`config.mk`:
```
export PLATFORM = sky130hd
export DESIGN_NAME = write_back_stage
export DESIGN_NICKNAME = d
export VERILOG_FILES = /design/src/rtl/write_back_stage.sv
export SDC_FILE = /design/constraint.sdc
export NUM_CORES = 1
export LEC_CHECK = 0
export ABC_AREA = 1
export CORE_ASPECT_RATIO = 0.6
export CORE_MARGIN = 10
export CORE_UTILIZATION = 35
export DETAILED_ROUTE_END_ITERATION = 8
export GPL_TIMING_DRIVEN = 0
export PLACE_DENSITY = 0.62
export SLEW_MARGIN = 20
export SYNTH_ARGS = -nofsm -noshare
export SYNTH_HDL_FRONTEND = slang
export SYNTH_SLANG_ARGS = --single-unit
```
`constraint.sdc`:
```
create_clock -name clk -period 4.9 [get_ports clk]
set_input_delay 0.98 -clock clk [delete_from_list [all_inputs] [get_ports clk]]
set_output_delay 0.98 -clock clk [all_outputs]
set_load 0.01 [all_outputs]
```
`src/rtl/write_back_stage.sv`:
```
// Write-back stage: selects the value to retire, extends sub-word loads and
// queues register-file writes in a small FIFO so that RF stalls never drop
// retired instructions. Writes to r0 or with the enable low are retired
// without producing an entry.
module write_back_stage #(
   parameter int DATA_WIDTH     = 32,
   parameter int REG_ADDR_WIDTH = 5,
   parameter int DEPTH          = 2,
   localparam int OW = (DATA_WIDTH > 8) ? $clog2(DATA_WIDTH/8) : 1,
   localparam int CW = $clog2(DEPTH+1)
) (
   input  logic                      clk,
   input  logic                      resetN,
   input  logic                      inValid,
   output logic                      inReady,
   input  logic [1:0]                writeBackControl,
   input  logic [1:0]                loadSize,
   input  logic                      loadSigned,
   input  logic [OW-1:0]             byteOffset,
   input  logic [DATA_WIDTH-1:0]     readData,
   input  logic [DATA_WIDTH-1:0]     result,
   input  logic [DATA_WIDTH-1:0]     linkAddress,
   input  logic [DATA_WIDTH-1:0]     immediate,
   input  logic [REG_ADDR_WIDTH-1:0] destReg,
   input  logic                      regWriteEnable,
   input  logic                      rfReady,
   output logic                      rfWrite,
   output logic [REG_ADDR_WIDTH-1:0] rfAddr,
   output logic [DATA_WIDTH-1:0]     writeData,
   output logic [CW-1:0]             pendingCount
);

   localparam int PW = (DEPTH > 1) ? $clog2(DEPTH) : 1;

   logic [CW-1:0]             r_count;
   logic [PW-1:0]             r_wrPtr;
   logic [PW-1:0]             r_rdPtr;
   logic [REG_ADDR_WIDTH-1:0] r_addrMem [DEPTH];
   logic [DATA_WIDTH-1:0]     r_dataMem [DEPTH];
   logic [REG_ADDR_WIDTH-1:0] r_outAddr;
   logic [DATA_WIDTH-1:0]     r_outData;

   logic                      w_push;
   logic                      w_pop;
   logic [PW-1:0]             w_nextRd;
   logic [7:0]                w_byte;
   logic [15:0]               w_half;
   logic [OW-1:0]             w_halfIdx;
   logic [DATA_WIDTH-1:0]     w_load;
   logic [DATA_WIDTH-1:0]     w_value;

   // Pointer advance modulo DEPTH (DEPTH need not be a power of two).
   function automatic logic [PW-1:0] f_inc(input logic [PW-1:0] p);
      return (p == PW'(DEPTH-1)) ? '0 : p + 1'b1;
   endfunction

   // inReady depends only on internal state, never on inValid/rfReady.
   assign inReady      = (r_count < CW'(DEPTH));
   assign rfWrite      = (r_count != '0);
   assign rfAddr       = r_outAddr;
   assign writeData    = r_outData;
   assign pendingCount = r_count;

   assign w_push   = inValid && inReady && regWriteEnable && (destReg != '0);
   assign w_pop    = rfWrite && rfReady;
   assign w_nextRd = f_inc(r_rdPtr);

   // Load lane extraction and sign/zero extension.
   always_comb begin
      w_halfIdx = byteOffset >> 1;
      w_byte    = readData[8*byteOffset +: 8];
      w_half    = readData[16*w_halfIdx +: 16];
      case (loadSize)
         2'd0:    w_load = {{(DATA_WIDTH-8){loadSigned & w_byte[7]}}, w_byte};
         2'd1:    w_load = {{(DATA_WIDTH-16){loadSigned & w_half[15]}}, w_half};
         default: w_load = readData;
      endcase
   end

   // Result select; an unknown control falls to a known value so it can
   // never propagate into pointers or other queued entries.
   always_comb begin
      w_value = '0;
      case (writeBackControl)
         2'd0:    w_value = result;
         2'd1:    w_value = w_load;
         2'd2:    w_value = linkAddress;
         2'd3:    w_value = immediate;
         default: w_value = '0;
      endcase
   end

   // Queue storage: contents are don't-care until pushed, so no reset.
   always_ff @(posedge clk) begin
      if (w_push) begin
         r_addrMem[r_wrPtr] <= destReg;
         r_dataMem[r_wrPtr] <= w_value;
      end
   end

   // Pointers and occupancy.
   always_ff @(posedge clk or negedge resetN) begin
      if (!resetN) begin
         r_wrPtr <= '0;
         r_rdPtr <= '0;
         r_count <= '0;
      end else begin
         if (w_push) r_wrPtr <= f_inc(r_wrPtr);
         if (w_pop)  r_rdPtr <= w_nextRd;
         case ({w_push, w_pop})
            2'b10:   r_count <= r_count + 1'b1;
            2'b01:   r_count <= r_count - 1'b1;
            default: r_count <= r_count;
         endcase
      end
   end

   // Registered head view: loads the entry that will be at the head after
   // this edge, or holds the last value when the queue drains.
   always_ff @(posedge clk or negedge resetN) begin
      if (!resetN) begin
         r_outAddr <= '0;
         r_outData <= '0;
      end else if (w_pop && (r_count > CW'(1))) begin
         r_outAddr <= r_addrMem[w_nextRd];
         r_outData <= r_dataMem[w_nextRd];
      end else if (w_push && ((r_count == '0) || (w_pop && (r_count == CW'(1))))) begin
         r_outAddr <= destReg;
         r_outData <= w_value;
      end
   end

endmodule

```
# Yosys cells after proc, flatten, opt, wreduce, memory -nomap -nowiden
# Memory sizes are Yosys's and may differ from the RTL's.
# Index checks and enable logic that the tools add are counted.
# word_totals
reg_bits	41
mem_bits_rw	74
inputBits	145
out_inout_bits	41
elab_cells	50
mem_count	2
# memory_table
name	depth	width	rd	rd_ports_with_merged_regs	write_ports	line	rtl
r_dataMem	2	32	1	0	1	39	logic [DATA_WIDTH-1:0] r_dataMem [DEPTH];
r_addrMem	2	5	1	0	1	38	logic [REG_ADDR_WIDTH-1:0] r_addrMem [DEPTH];
# classes
n_addsub	4
n_lt_le_gt_ge	2
n_eq_ne	7
n_shift	2
n_mux	11
bitwise	2
reduce_logical	15
# ops
op	count
case mux 32 bit (4 select lines)	1
2-to-1 mux 32 bit	2
case mux 32 bit (2 select lines)	1
indexed part select 32 x 6 -> 16 bit	1
indexed part select 32 x 6 -> 8 bit	1
2-to-1 mux 5 bit	2
equality test 2 x 1 -> 1 bit (second input constant)	4
logical AND 1 bit	7
equality test 2 bit (second input constant)	3
logical NOT 2 bit	3
nonzero test 2 bit	3
nonzero test 5 bit	1
2-to-1 mux 1 bit	4
case mux 2 bit (2 select lines)	1
adder 1 bit (second input constant)	2
adder 2 x 1 -> 2 bit (second input constant)	1
bitwise AND 1 bit	2
greater-than comparator 2 x 1 -> 1 bit (second input constant)	1
< comparator 2 bit (second input constant)	1
subtractor 2 x 1 -> 2 bit (second input constant)	1
logical OR 1 bit	1

# Depth between registers and ports, before layout
# logic_depth
ltp_word	7
mapped_depth	13
ltp_nobuf	11

# Worst setup path after synthesis
# OpenSTA, ideal clock, no wires.
# synth_timing
kind	input -> register
startpoint	input destReg[2]
endpoint	memory r_addrMem[0][0], enable pin
setup_time_ps	431
arrival_ps	2820
t_required_ps	4469
setup_slack_ps	1649
stages	4
n_path_buf	0
cell_sequence	nor2_1 -> nand3_1 -> nand4_2 -> nor2_1
# synth_between
elab_chain_len	4
# synth_lines
element	line	rtl
start: declaration	24	input logic [REG_ADDR_WIDTH-1:0] destReg,
nonzero test 5 bit	64	assign w_push = inValid && inReady && regWriteEnable && (destReg != '0);
logical AND 1 bit	64	
2-to-1 mux 1 bit	95	if (w_push) begin
2-to-1 mux 1 bit (implied by the code)	96	r_addrMem[r_wrPtr] <= destReg;
end: declaration	38	
# No other way between the ends.

# Worst setup path after layout
# layout_timing
startpoint	input destReg[2]
endpoint	memory r_dataMem[1][29], enable pin
# layout_between
elab_chain_len	4
# layout_lines
element	line	rtl
nonzero test 5 bit	64	
logical AND 1 bit	64	
2-to-1 mux 1 bit	95	
2-to-1 mux 1 bit (implied by the code)	97	r_dataMem[r_wrPtr] <= w_value;
end: declaration	39	
# No other way between the ends.

==> key figures <==
Status
  – Run status: finished clean

Drt
  – Post-route ant nets: 0
  – Vias per Instance: 4.97
  – TritonRoute pass-1 iters: 5
  – Drt initial violations: 496
  – Avg WL per Cell: 19.4 um
  – Final wirelength: 24200 um
  – Drt drc: 0
  – Total vias in the final route: 6190

Clock tree
  – Clk pin slew, worst setup/hold paths: 50 ps
  – Setup Fix Bufs, Post-CTS: 0
  – Clk buf depth: 2
  – Root buffer cell: clkbuf_16
  – # clock sinks: 115
  – Worst skew pair latency: 410 ps
  – Post-CTS Hold Buffers: 0
  – Htree depth: 4
  – CTS tree: done
  – Post-CTS resize count: 0
  – TritonCTS buffer count: 17

STA
  – Fmax: 0.357 GHz
  – Normalized max-slew margin: 0.466
  – Period Utilization, post-route: 0.572
  – Setup TNS: 0 ps
  – RSZ-0062 raised after global routing: no
  – Slew @ Worst Pin: 801 ps
  – Final min period: 2800 ps
  – Slew Viols, Final: 0
  – Clk_skew: 8.18 ps
  – Endpoints failing setup: 0
  – Final Hold Violating Endpoints: 0

Worst setup path
  – Setup crit end kind: flip-flop
  – WS Path Type: in2reg
  – Crit path arrival time: 2910 ps
  – Worst setup path start: destReg[2]
  – RR Startpoint: pendingCount[1]
  – Crit path max fanout: 19
  – Setup crit start kind: primary input
  – Critical Path RT: 5010 ps
  – Worst r2r path cells: 11

Synth
  – Post-synthesis async set-or-reset flop share: 0.357
  – Sequential share of the synthesized area: 0.506
  – Library cells used by synthesis: 30
  – Synth Instances: 786
  – Yosys warnings: 0
  – Ys flop type: edfxtp_1
  – Area leader, netlist: edfxtp_1
  – Top-area cell type share of the netlist area: 0.346
  – Net count after synthesis: 934
  – Top-count cell post-synth: nand2_1
  – Mapped cell area: 0.00642 mm^2
  – Synth area leaders: edfxtp_1 (35%), dfrtp_1 (16%), nand2_1 (15%)
  – Synth cell count leaders: nand2_1 (263), nand3_1 (130), edfxtp_1 (74)
  – Mean Syn Cell Area: 8.17 um^2
  – Count of state elements after synthesis: 115
  – EDFF count, synth: 74

Floorplanning
  – I/O Pins: 186
  – Chip width: 195 um
  – Die height: 125 um
  – Die Area: 0.0243 mm^2
  – Core box area: 0.0180 mm^2
  – Row Count: 38
  – Initial Utilization: 0.356

Power and ir drop
  – Worst vdd ir: 314 uV
  – Static Leak: 4.00 nW
  – Switch share: 0.330
  – Power Dens Cells: 457 mW/mm^2
  – Clock power share: 0.310
  – Sequential Power Share: 0.331
  – Psw: 1.40 mW
  – Int Power: 2.84 mW
  – Combinational share of power: 0.359

Layout
  – Finished Cell Area: 0.00927 mm^2
  – Layout area overhead: 44.4%
  – FILL cells: 1717
  – Reg area: 0.00325 mm^2
  – Layout Nets: 1139
  – Layout cells sized above 1: 0.124
  – Multi-input gate area: 0.00273 mm^2

Global route
  – Initial antenna violation count: 1
  – Grt ovf: 0
  – Vias in the first global route: 6164
  – First-pass GRT wire length: 36900 um
  – GRT Overall Usage: 0.196
  – Largest net degree at the start of global routing: 28

Placed design
  – IO Port Bufs: 183
  – Final GP Congestion: 0.933
  – Dpl cell area: 0.00864 mm^2
  – Post-detail-place hpwl: 19400 um

Hold path
  – Hold Path Cell Cnt: 2
  – Hold Startpoint: rfAddr[4]
  – Type of the worst min-delay path: reg2reg

Flow run
  – Max Cap Viol: 0
[power by group through the flow]
stage	clock network, mW	registers, mW	logic [mW]
4_1_cts	1.33	1.40	1.54
6_report	1.31	1.40	1.52
2_1_floorplan	0	1.47	0.711
3_3_place_gp	0	1.42	1.49
3_5_place_dp	0	1.42	1.53
5_1_grt	1.37	1.43	1.69
[through the flow]
| step | hold slack, ps | util | total power [mW] | std cells | setup slack (ps) |
|---|---|---|---|---|---|
| floorplan | 478 | - | 2.18 | 786 | 1650 |
| global placement | 470 | 0.475 | 2.91 | 1209 | -212 |
| detailed placement | 472 | 0.479 | 2.95 | 1212 | 1650 |
| CTS | 486 | 0.515 | 4.27 | 1244 | 2080 |
| global route | 510 | 0.515 | 4.49 | 1244 | 1950 |
| finish | 482 | 0.515 | 4.23 | 1245 | 2100 |
[cells by family (layout without fill, tap and decap cells)]
family,after synthesis,count (layout),synth area share
compound gates,46,46,0.0503
simple gates,506,506,0.361
xor+xnor,4,4,0.00546
other cells,0,1,0
flops,115,115,0.506
buf+inv,112,330,0.0717
fa+ha+maj,3,3,0.00585
[final timing paths]
path	endpoint	slack, ps
setup reg to reg	writeData[30]	2750
hold reg to reg	rfAddr[4]	480
min in group asynchronous	writeData[18]	490
hold / removal	rfAddr[4]	480
setup / recovery	r_dataMem[1][29]	2100
max in group asynchronous	writeData[10]	3910
[cells in the final DEF, fill, tap and decap left out, drive strengths merged]
master	n
xor2	2
clkinv	5
nand3b	2
o21ai	4
xnor2	2
bufinv	4
diode	1
nand2	277
o211ai	37
clkdlybuf4s50	182
a21oi	5
clkbuf	44
dfrtp	41
nor2	40
buf	24
or2	37
edfxtp	74
inv	67
nor3	1
nand3	141
nand4	8
ha	3
clkinvlp	4
[state kept, by name (all words and copies together) (netlist names)]
register / count
rfAddr: 5
r_dataMem: 64
pendingCount: 2
r_addrMem: 10
r_wrPtr: 1
r_rdPtr: 1
writeData: 32
[critical path, cell delays in order]
cell	delay (ps)
clkdlybuf4s50_1	550
nor2_1	90
nand3_1	180
nand4_2	240
nor2_4	600
buf_16	240
[cell type report]
class,count,area share
multi-input combinational,559,0.294
timing repair buffer,186,0.205
inverter,65,0.0266
clock inverter,15,0.0223
antenna,1,0.000270
buffer,47,0.0231
sequential,115,0.350
tap,240,0.0324
clock buffer,17,0.0459
[layer usage]
metal | track usage | wire, um | up-vias
met5 | 0 | 0 | -
met4 | 0.0438 | 298 | 0
met3 | 0.0594 | 1890 | 24
met2 | 0.278 | 10100 | 229
met1 | 0.284 | 11800 | 2928
li1 | - | - | 3009
Power figures use the tool's default switching activity.
